--- config.mk ---
export PLATFORM = sky130hd
export DESIGN_NAME = bullet_fire_scheduler
export DESIGN_NICKNAME = d
export VERILOG_FILES = /design/src/rtl/tank_pkg.sv /design/src/rtl/fire_cooldown.sv /design/src/rtl/bullet_fire_scheduler.sv
export SDC_FILE = /design/constraint.sdc
export NUM_CORES = 1
export LEC_CHECK = 0
export ABC_AREA = 1
export CORE_MARGIN = 3
export CORE_UTILIZATION = 45
export DETAILED_ROUTE_END_ITERATION = 8
export PLACE_DENSITY_LB_ADDON = 0.1
export SYNTH_ARGS = -nofsm -noshare
export SYNTH_HDL_FRONTEND = slang
export SYNTH_SLANG_ARGS = --single-unit
--- constraint.sdc ---
create_clock -name Clk -period 1.8 [get_ports Clk]
set_clock_uncertainty 0.1 [all_clocks]
set_input_delay 0.45 -clock Clk [delete_from_list [all_inputs] [get_ports Clk]]
set_output_delay 0.45 -clock Clk [all_outputs]
set_load 0.02 [all_outputs]
--- src/rtl/tank_pkg.sv ---
// rtl/tank_pkg.sv - shared player, fire state and coordinate types for the tank game
package tank_pkg;

    typedef enum logic {
        PLAYER_L = 1'b0,
        PLAYER_R = 1'b1
    } player_e;

    typedef enum logic [1:0] {
        READY    = 2'd0,
        PENDING  = 2'd1,
        COOLDOWN = 2'd2
    } fire_state_e;

    typedef logic [9:0] coord_t;

endpackage

--- src/rtl/fire_cooldown.sv ---
// rtl/fire_cooldown.sv - one player's ready/pending/cooldown sequence with fire key edge detect
// Optional: BULLET_FIRE_SCHED_AUTOFIRE_EN makes a held key request again once cooldown ends.
module fire_cooldown
    import tank_pkg::*;
#(
    parameter int COOLDOWN_FRAMES = 15
) (
    input  logic Clk,
    input  logic Reset,
    input  logic frame_tick,
    input  logic fire_req,
    input  logic grant,
    output logic pending
);

    fire_state_e state, state_nxt;
    logic [7:0]  cnt, cnt_nxt;
    logic        prev_req;
    logic        request;

`ifdef BULLET_FIRE_SCHED_AUTOFIRE_EN
    assign request = fire_req;
`else
    assign request = fire_req & ~prev_req;
`endif

    assign pending = (state == PENDING);

    always_comb begin
        state_nxt = state;
        cnt_nxt   = cnt;
        case (state)
            READY: begin
                if (request) state_nxt = PENDING;
            end
            PENDING: begin
                if (grant) begin
                    state_nxt = COOLDOWN;
                    cnt_nxt   = 8'(COOLDOWN_FRAMES);
                end
            end
            COOLDOWN: begin
                if (frame_tick) begin
                    cnt_nxt = cnt - 8'd1;
                    if (cnt == 8'd1) state_nxt = READY;
                end
            end
            default: state_nxt = READY;
        endcase
    end

    always_ff @(posedge Clk) begin
        if (!Reset) begin
            state    <= READY;
            cnt      <= '0;
            prev_req <= 1'b0;
        end else begin
            state    <= state_nxt;
            cnt      <= cnt_nxt;
            prev_req <= fire_req;
        end
    end

endmodule

--- src/rtl/bullet_fire_scheduler.sv ---
// rtl/bullet_fire_scheduler.sv - arbitrates left/right fire requests onto a pool of bullet slots
// Optional: BULLET_FIRE_SCHED_AUTOFIRE_EN (see fire_cooldown).
module bullet_fire_scheduler
    import tank_pkg::*;
#(
    parameter int NUM_SLOTS       = 4,
    parameter int COOLDOWN_FRAMES = 15,
    parameter int LIFETIME_FRAMES = 120
) (
    input  logic                 Clk,
    input  logic                 Reset,
    input  logic                 frame_tick,
    input  logic [1:0]           fire_req,
    input  coord_t               l_init_x,
    input  coord_t               l_init_y,
    input  coord_t               l_motion_x,
    input  coord_t               l_motion_y,
    input  coord_t               r_init_x,
    input  coord_t               r_init_y,
    input  coord_t               r_motion_x,
    input  coord_t               r_motion_y,
    input  logic [NUM_SLOTS-1:0] slot_hit,
    output logic [1:0]           fire_grant,
    output logic [NUM_SLOTS-1:0] slot_load,
    output coord_t               load_x,
    output coord_t               load_y,
    output coord_t               load_mx,
    output coord_t               load_my,
    output logic [NUM_SLOTS-1:0] slot_active,
    output logic [NUM_SLOTS-1:0] slot_owner
);

    logic [1:0]           pending;
    logic                 grant_l, grant_r, any_grant, any_free;
    logic [NUM_SLOTS-1:0] alloc_oh;
    player_e              rr_ptr, grant_player;
    logic [9:0]           life [NUM_SLOTS];

    fire_cooldown #(.COOLDOWN_FRAMES(COOLDOWN_FRAMES)) u_fire_l (
        .Clk(Clk), .Reset(Reset), .frame_tick(frame_tick),
        .fire_req(fire_req[0]), .grant(grant_l), .pending(pending[0])
    );

    fire_cooldown #(.COOLDOWN_FRAMES(COOLDOWN_FRAMES)) u_fire_r (
        .Clk(Clk), .Reset(Reset), .frame_tick(frame_tick),
        .fire_req(fire_req[1]), .grant(grant_r), .pending(pending[1])
    );

    // Lowest-index inactive slot; slots freed this cycle are still active here.
    always_comb begin
        alloc_oh = '0;
        any_free = 1'b0;
        for (int i = 0; i < NUM_SLOTS; i++) begin
            if (!slot_active[i] && !any_free) begin
                alloc_oh[i] = 1'b1;
                any_free    = 1'b1;
            end
        end
    end

    assign grant_l      = any_free & pending[0] & (~pending[1] | (rr_ptr == PLAYER_L));
    assign grant_r      = any_free & pending[1] & (~pending[0] | (rr_ptr == PLAYER_R));
    assign any_grant    = grant_l | grant_r;
    assign grant_player = grant_r ? PLAYER_R : PLAYER_L;

    always_ff @(posedge Clk) begin
        if (!Reset) begin
            fire_grant  <= '0;
            slot_load   <= '0;
            load_x      <= '0;
            load_y      <= '0;
            load_mx     <= '0;
            load_my     <= '0;
            slot_active <= '0;
            slot_owner  <= '0;
            rr_ptr      <= PLAYER_L;
            for (int i = 0; i < NUM_SLOTS; i++) life[i] <= '0;
        end else begin
            fire_grant <= {grant_r, grant_l};
            slot_load  <= any_grant ? alloc_oh : '0;
            if (any_grant) begin
                load_x  <= (grant_player == PLAYER_R) ? r_init_x   : l_init_x;
                load_y  <= (grant_player == PLAYER_R) ? r_init_y   : l_init_y;
                load_mx <= (grant_player == PLAYER_R) ? r_motion_x : l_motion_x;
                load_my <= (grant_player == PLAYER_R) ? r_motion_y : l_motion_y;
                rr_ptr  <= (rr_ptr == PLAYER_L) ? PLAYER_R : PLAYER_L;
            end
            for (int i = 0; i < NUM_SLOTS; i++) begin
                if (any_grant && alloc_oh[i]) begin
                    slot_active[i] <= 1'b1;
                    slot_owner[i]  <= grant_player;
                    life[i]        <= 10'(LIFETIME_FRAMES);
                end else if (slot_active[i]) begin
                    if (slot_hit[i]) begin
                        slot_active[i] <= 1'b0;
                    end else if (frame_tick) begin
                        if (life[i] == 10'd1) slot_active[i] <= 1'b0;
                        life[i] <= life[i] - 10'd1;
                    end
                end
            end
        end
    end

endmodule

==> run summary, run 1 <==
ranking of synthesized cells by area = dfxtp_1 27%, edfxtp_1 21%, nand2_1 9.1%
area share of fa/ha/maj cells after synthesis = 0.0262
worst min-delay path category = input pin to flop
Yosys reg bits = 117
Routed WL = 16.3 mm
FFs w/ async S/R, synth = 0
Compound-Gate Fraction of Synth Area = 0.191
hold path start = Reset
hold_buf cts = 0
Die Wd = 119 um
Setup crit start = slot_active[2]
Synth Area in Simple Gates = 0.215
fin. max-slew vios = 0
Iter 0 DRT Violations = 461
library cells used by synthesis = 36
Core Box Area = 12200 um2
Slew HR = 0.761
status = completed
sequential fraction of the synthesis area = 0.479
final hold vios = 0
Final Util = 0.677
initial core utilization = 0.469
CTS tree = done
Yosys top cell by area = dfxtp_1
Die ar. = 14100 um2
htree depth = 4
CP Launch Type = flop
WS Path Type = flop to output pin
worst r2r src = life[2][0]
clk_lat worst skew = 0.41 ns
minimum clock period = 1.78 ns
Least-Margin Pin Slew = 0.358 ns
Via density = 5.18
Non-Filler Instances = 1123
dpl cells = 1090
synthesized area = 5730 um2
Port Buf Inserts = 142
largest net degree at the start of global routing = 45
Syn-to-layout area delta = 44.4%
CP endpoint kind = output pin
largest family of logic cells by synthesized area = simple AND/OR/NAND/NOR gates
multiplexer share of the synthesized area = 0
share of layout cells above drive strength 1 = 0.116
ANT nets after route = 0
Peak VDD IR = 0.00101 V
global route overflow = 0
Root Buffer = clkbuf_16
CP Data Required Time = 1.25 ns
Num CTS Buffers = 17
PD cells = 1530 nW/um2
Synth top area share = 0.269
RSZ-0062 raised after global routing = yes
die height = 119 um
initial antenna violation count = 0
Lkg Pwr = 3.77 nW
final setup margin = 0.0245 ns
Post-Place Worst Slack = -0.299 ns
drt drc = 0
diode count = 0
GPL Wtd Cong = 0.897
MaxCap Viol Count = 0
Clock transition at path regs = 0.05 ns
Avg Inst Size Synth = 7.59 um2
post-DR wirelength/cell = 14.5 um
vias in the first global route = 5820
Tcrit/Tclk final = 0.986
largest fanout on the critical path = 3
first-pass GRT wire length = 26.8 mm
DP HPWL = 12.0 mm
net count after synthesis = 855
number of flops mapped to enable cells by yosys = 40
hold slack = 0.346 ns
vias = 5822
# rows = 40
Clock Sinks = 117
Arrival @ worst endpoint = 1.23 ns
IO Pins = 143
Max Fclk = 563 MHz
Mapped Cells = 754
synth cell count leaders = 139 x nand2_1, 100 x o21ai_0, 88 x a21oi_1
YS warnings = 0
top_reg_cell synth = dfxtp_1
fin nets = 1043
most common cell in the netlist = nand2_1
clock tree buffer depth = 2
xor/xnor share of the synthesized area = 0.00459
final setup vio count = 0
gr usage total = 0.234
DRT Pass-1 Iters = 5
## logic make-up (layout without fill, tap and decap cells)
logic type      Yosys count  in the layout
compound gates          212            212
xor+xnor                  3              3
fa+ha+maj                12             12
buf+inv                 121            322
flops                   117            117
simple gates            289            289
## metal layers
metal	share of wire	global-route usage	vias to the layer above
li1	-	-	2899
met1	0.43	0.275	2680
met2	0.47	0.390	221
met3	0.078	0.0842	22
met4	0.019	0.0949	0
met5	0	0	-
## path summary, 6_finish.rpt
check	cells past startpoint	to	slack [ns]
max	2	slot_active[2]	0.02
max reg2reg	10	life[2][6]	0.09
min	4	slot_owner[3]	0.35
min reg2reg	2	slot_owner[3]	0.37
## repair_timing
action                                  in CTS  in global routing
endpoints found under the hold margin        0                  0
gates resized for setup                     55                 11
endpoints found under the setup margin      64                 37
setup buffers                                0                  1
## through the flow
stage	total power, mW	cell area [um2]	TNS (ns)
6_report	12.6	8270	0
5_1_grt	13.5	8270	-0.182
4_1_cts	12.6	8230	0
3_5_place_dp	9.60	7700	-17.83
3_3_place_gp	9.44	7700	-15.94
2_1_floorplan	7.27	5730	-2.83
## layout by cell type, fill, tap and decap left out, types with 12 or more instances in the layout
cell type	n
nor2_1	75
clkbuf_16	20
a21oi_1	88
clkdlybuf4s50_1	87
dlygate4sd2_1	51
ha_1	12
o21ai_0	100
buf_4	50
nand3_1	37
edfxtp_1	40
inv_1	85
dfxtp_1	74
nand2_1	137
## where the power goes
part,leakage (nW),switching [mW],total [mW],internal (mW)
Sequential,1.05,0.482,4.05,3.57
Clock,0.302,1.17,3.32,2.14
Combinational,2.42,3.26,5.24,1.99
## layout make-up
| cell class | instances | area [um2] |
|---|---|---|
| fillers | 1089 | 3950 |
| flip-flops and latches | 117 | 2750 |
| multi-input cells | 516 | 2530 |
| repair buffers | 198 | 1840 |
| clock buffers | 26 | 563 |
| inverters | 92 | 345 |
| well taps | 168 | 210 |
| clock inverters | 6 | 32.5 |
## state kept, by name (all words and copies together) (netlist names)
signal and flops:
u_fire_l.state 2, load_my 10, slot_active 4, u_fire_r.cnt 8, life 40, rr_ptr 1, load_x 10, slot_load 4
u_fire_r.state 2, fire_grant 2, u_fire_l.cnt 8, u_fire_l.prev_req 1, load_mx 10, u_fire_r.prev_req 1, slot_owner 4, load_y 10
## critical path, stage by stage, from the launching register on
cell and delay, ns:
dfxtp_1 0.34, buf_4 0.12, dlygate4sd2_1 0.35
(Power assumes the default switching activity.)
==> run 2: changes to the inputs <==
REMOVE_ABC_BUFFERS = 1   (was default)
==> run summary, run 2 (synthesis gave the netlist of run 1 again) <==
Tcrit/Tclk final = 0.984
dpl cells = 1094
Port Buf Inserts = 142
clk_lat worst skew = 0.41 ns
Routed WL = 16.7 mm
sw frac = 0.391
flop2flop setup slack = 0.03 ns
share of layout cells above drive strength 1 = 0.123
first-pass GRT wire length = 27.3 mm
Num CTS Buffers = 17
final setup vio count = 0
total power = 12.6 mW
sequential share of power = 0.323
Die Wd = 119 um
cell repeated most along the worst path = buf_4
RSZ-0062 raised after global routing = yes
initial antenna violation count = 0
largest stage delay on the critical path = 0.36 ns
worst hold endpoint = slot_owner[3]
drt drc = 0
diode count = 0
ANT nets after route = 0
CP Data Required Time = 1.99 ns
Clk network pwr share = 0.251
largest net degree at the start of global routing = 42
minimum clock period = 1.77 ns
global route overflow = 0
PD cells = 1510 nW/um2
Final TNS setup = 0 ns
MaxCap Viol Count = 0
# rows = 40
IO Pins = 143
vias in the first global route = 5867
Comb power frac = 0.426
fin. max-slew vios = 0
crit path cell chain = inv_2 -> nor2_4 -> nand2_1 -> nand3_2 -> buf_4 -> o21ai_1 -> buf_4 -> buf_4 -> o211ai_1 -> inv_1
hold_buf cts = 0
post-DR wirelength/cell = 14.8 um
CP endpoint kind = flop
Clock Sinks = 117
worst r2r src = u_fire_r.state[0]
largest fanout on the critical path = 5
commonest cells after routing, fill and taps aside = 138 x nand2_1, 99 x o21ai_0, 87 x clkdlybuf4s50_1
Syn-to-layout area delta = 45.3%
Root Buffer = clkbuf_16
Lkg Pwr = 3.77 nW
Core Box Area = 12200 um2
fin nets = 1049
most common cell after layout, fill and taps aside = nand2_1
delay-heaviest family, CP = buffers and inverters
DP HPWL = 12.1 mm
r2r worst-path depth = 10
Buffers & Inverters on Critical Path = 5
CTS tree = done
DRT Pass-1 Iters = 5
CP max stage cell = dfxtp_1
hold path start = slot_owner[3]
Clock transition at path regs = 0.05 ns
net switching power = 4.91 mW
hold slack = 0.381 ns
Peak VDD IR = 0.000836 V
vias = 5799
Max Fclk = 564 MHz
Non-Filler Instances = 1127
status = completed
Arrival @ worst endpoint = 1.96 ns
worst min-delay path category = flop to flop
reg2reg end = u_fire_l.cnt[0]
Via density = 5.15
htree depth = 4
P_int = 7.64 mW
CP Launch Type = flop
Least-Margin Pin Slew = 0.390 ns
initial core utilization = 0.469
clock tree buffer depth = 2
die height = 119 um
WS Path Type = flop to flop
Die ar. = 14100 um2
number of flip-flops in the largest register = 40
GPL Wtd Cong = 0.897
final hold vios = 0
hold path cells = 2
Iter 0 DRT Violations = 431
Largest Register = life
Slew HR = 0.738
gr usage total = 0.239
run 2: cell count changes in the layout (fill, tap and decap cells not counted), moves of 3 or more:
cell | previous run | this run
dfxtp_2 | 3 | 0
buf_4 | 50 | 55
nor2_1 | 75 | 72
nor2_2 | 5 | 8
dfxtp_1 | 74 | 77
run 2: final cells by class:
type	instances	area [um2]
multi-input cells	516	2570
well taps	168	210
fillers	1034	3890
flip-flops and latches	117	2740
repair buffers	204	1900
clock buffers	25	495
inverters	92	349
clock inverters	5	50.0
run 2: repair_timing:
item / CTS / global route
endpoints found under the setup margin: 54 / 101
pin swaps: 0 / 3
gates resized for setup: 57 / 24
gates cloned: 0 / 1
setup buffers: 0 / 2
hold endpoints to repair: 0 / 0
run 2: worst max-delay path by stage:
| stage | from | end | slack, ns | depth (start not counted) |
|---|---|---|---|---|
| 6_report | u_fire_r.state[0] | u_fire_l.cnt[0] | 0.03 | 10 |
| 3_5_place_dp | frame_tick | life[1][0] | -0.27 | 8 |
| 5_1_grt | u_fire_r.state[0] | u_fire_l.cnt[1] | -0.07 | 10 |
| 3_3_place_gp | frame_tick | life[1][9] | -0.27 | 8 |
| 4_1_cts | u_fire_r.state[0] | load_my[0] | 0.0007 | 7 |
| 2_1_floorplan | slot_active[0] | life[0][0] | -0.78 | 7 |
run 2: power groups by stage:
stage | sequential (mW) | combinational (mW) | clock, mW
floorplan | 4.60 | 2.44 | 0
global placement | 4.05 | 5.34 | 0
detailed placement | 4.08 | 5.42 | 0
CTS | 4.04 | 5.13 | 3.18
global route | 4.15 | 5.98 | 3.33
finish | 4.05 | 5.35 | 3.15
run 2: per-stage QoR:
stage / util / instance area (um2) / setup slack (ns)
detailed placement: 0.631 / 7710 / -0.275
CTS: 0.671 / 8190 / 0.000695
floorplan: - / 5590 / -0.775
finish: 0.681 / 8320 / 0.0285
global placement: 0.631 / 7710 / -0.265
global route: 0.681 / 8320 / -0.0674
run 2: worst min-delay path, cell delays in order, from the launching register on:
cell and delay [ns]:
dfxtp_1 0.32, nand2_1 0.06, a21oi_1 0.06
run 2: metal layers:
| metal | GRT usage | routed length, um | up-vias |
|---|---|---|---|
| li1 | - | - | 2902 |
| met1 | 0.270 | 6880 | 2679 |
| met2 | 0.413 | 8140 | 203 |
| met3 | 0.0952 | 1490 | 15 |
| met4 | 0.0710 | 191 | 0 |
| met5 | 0 | 0 | - |
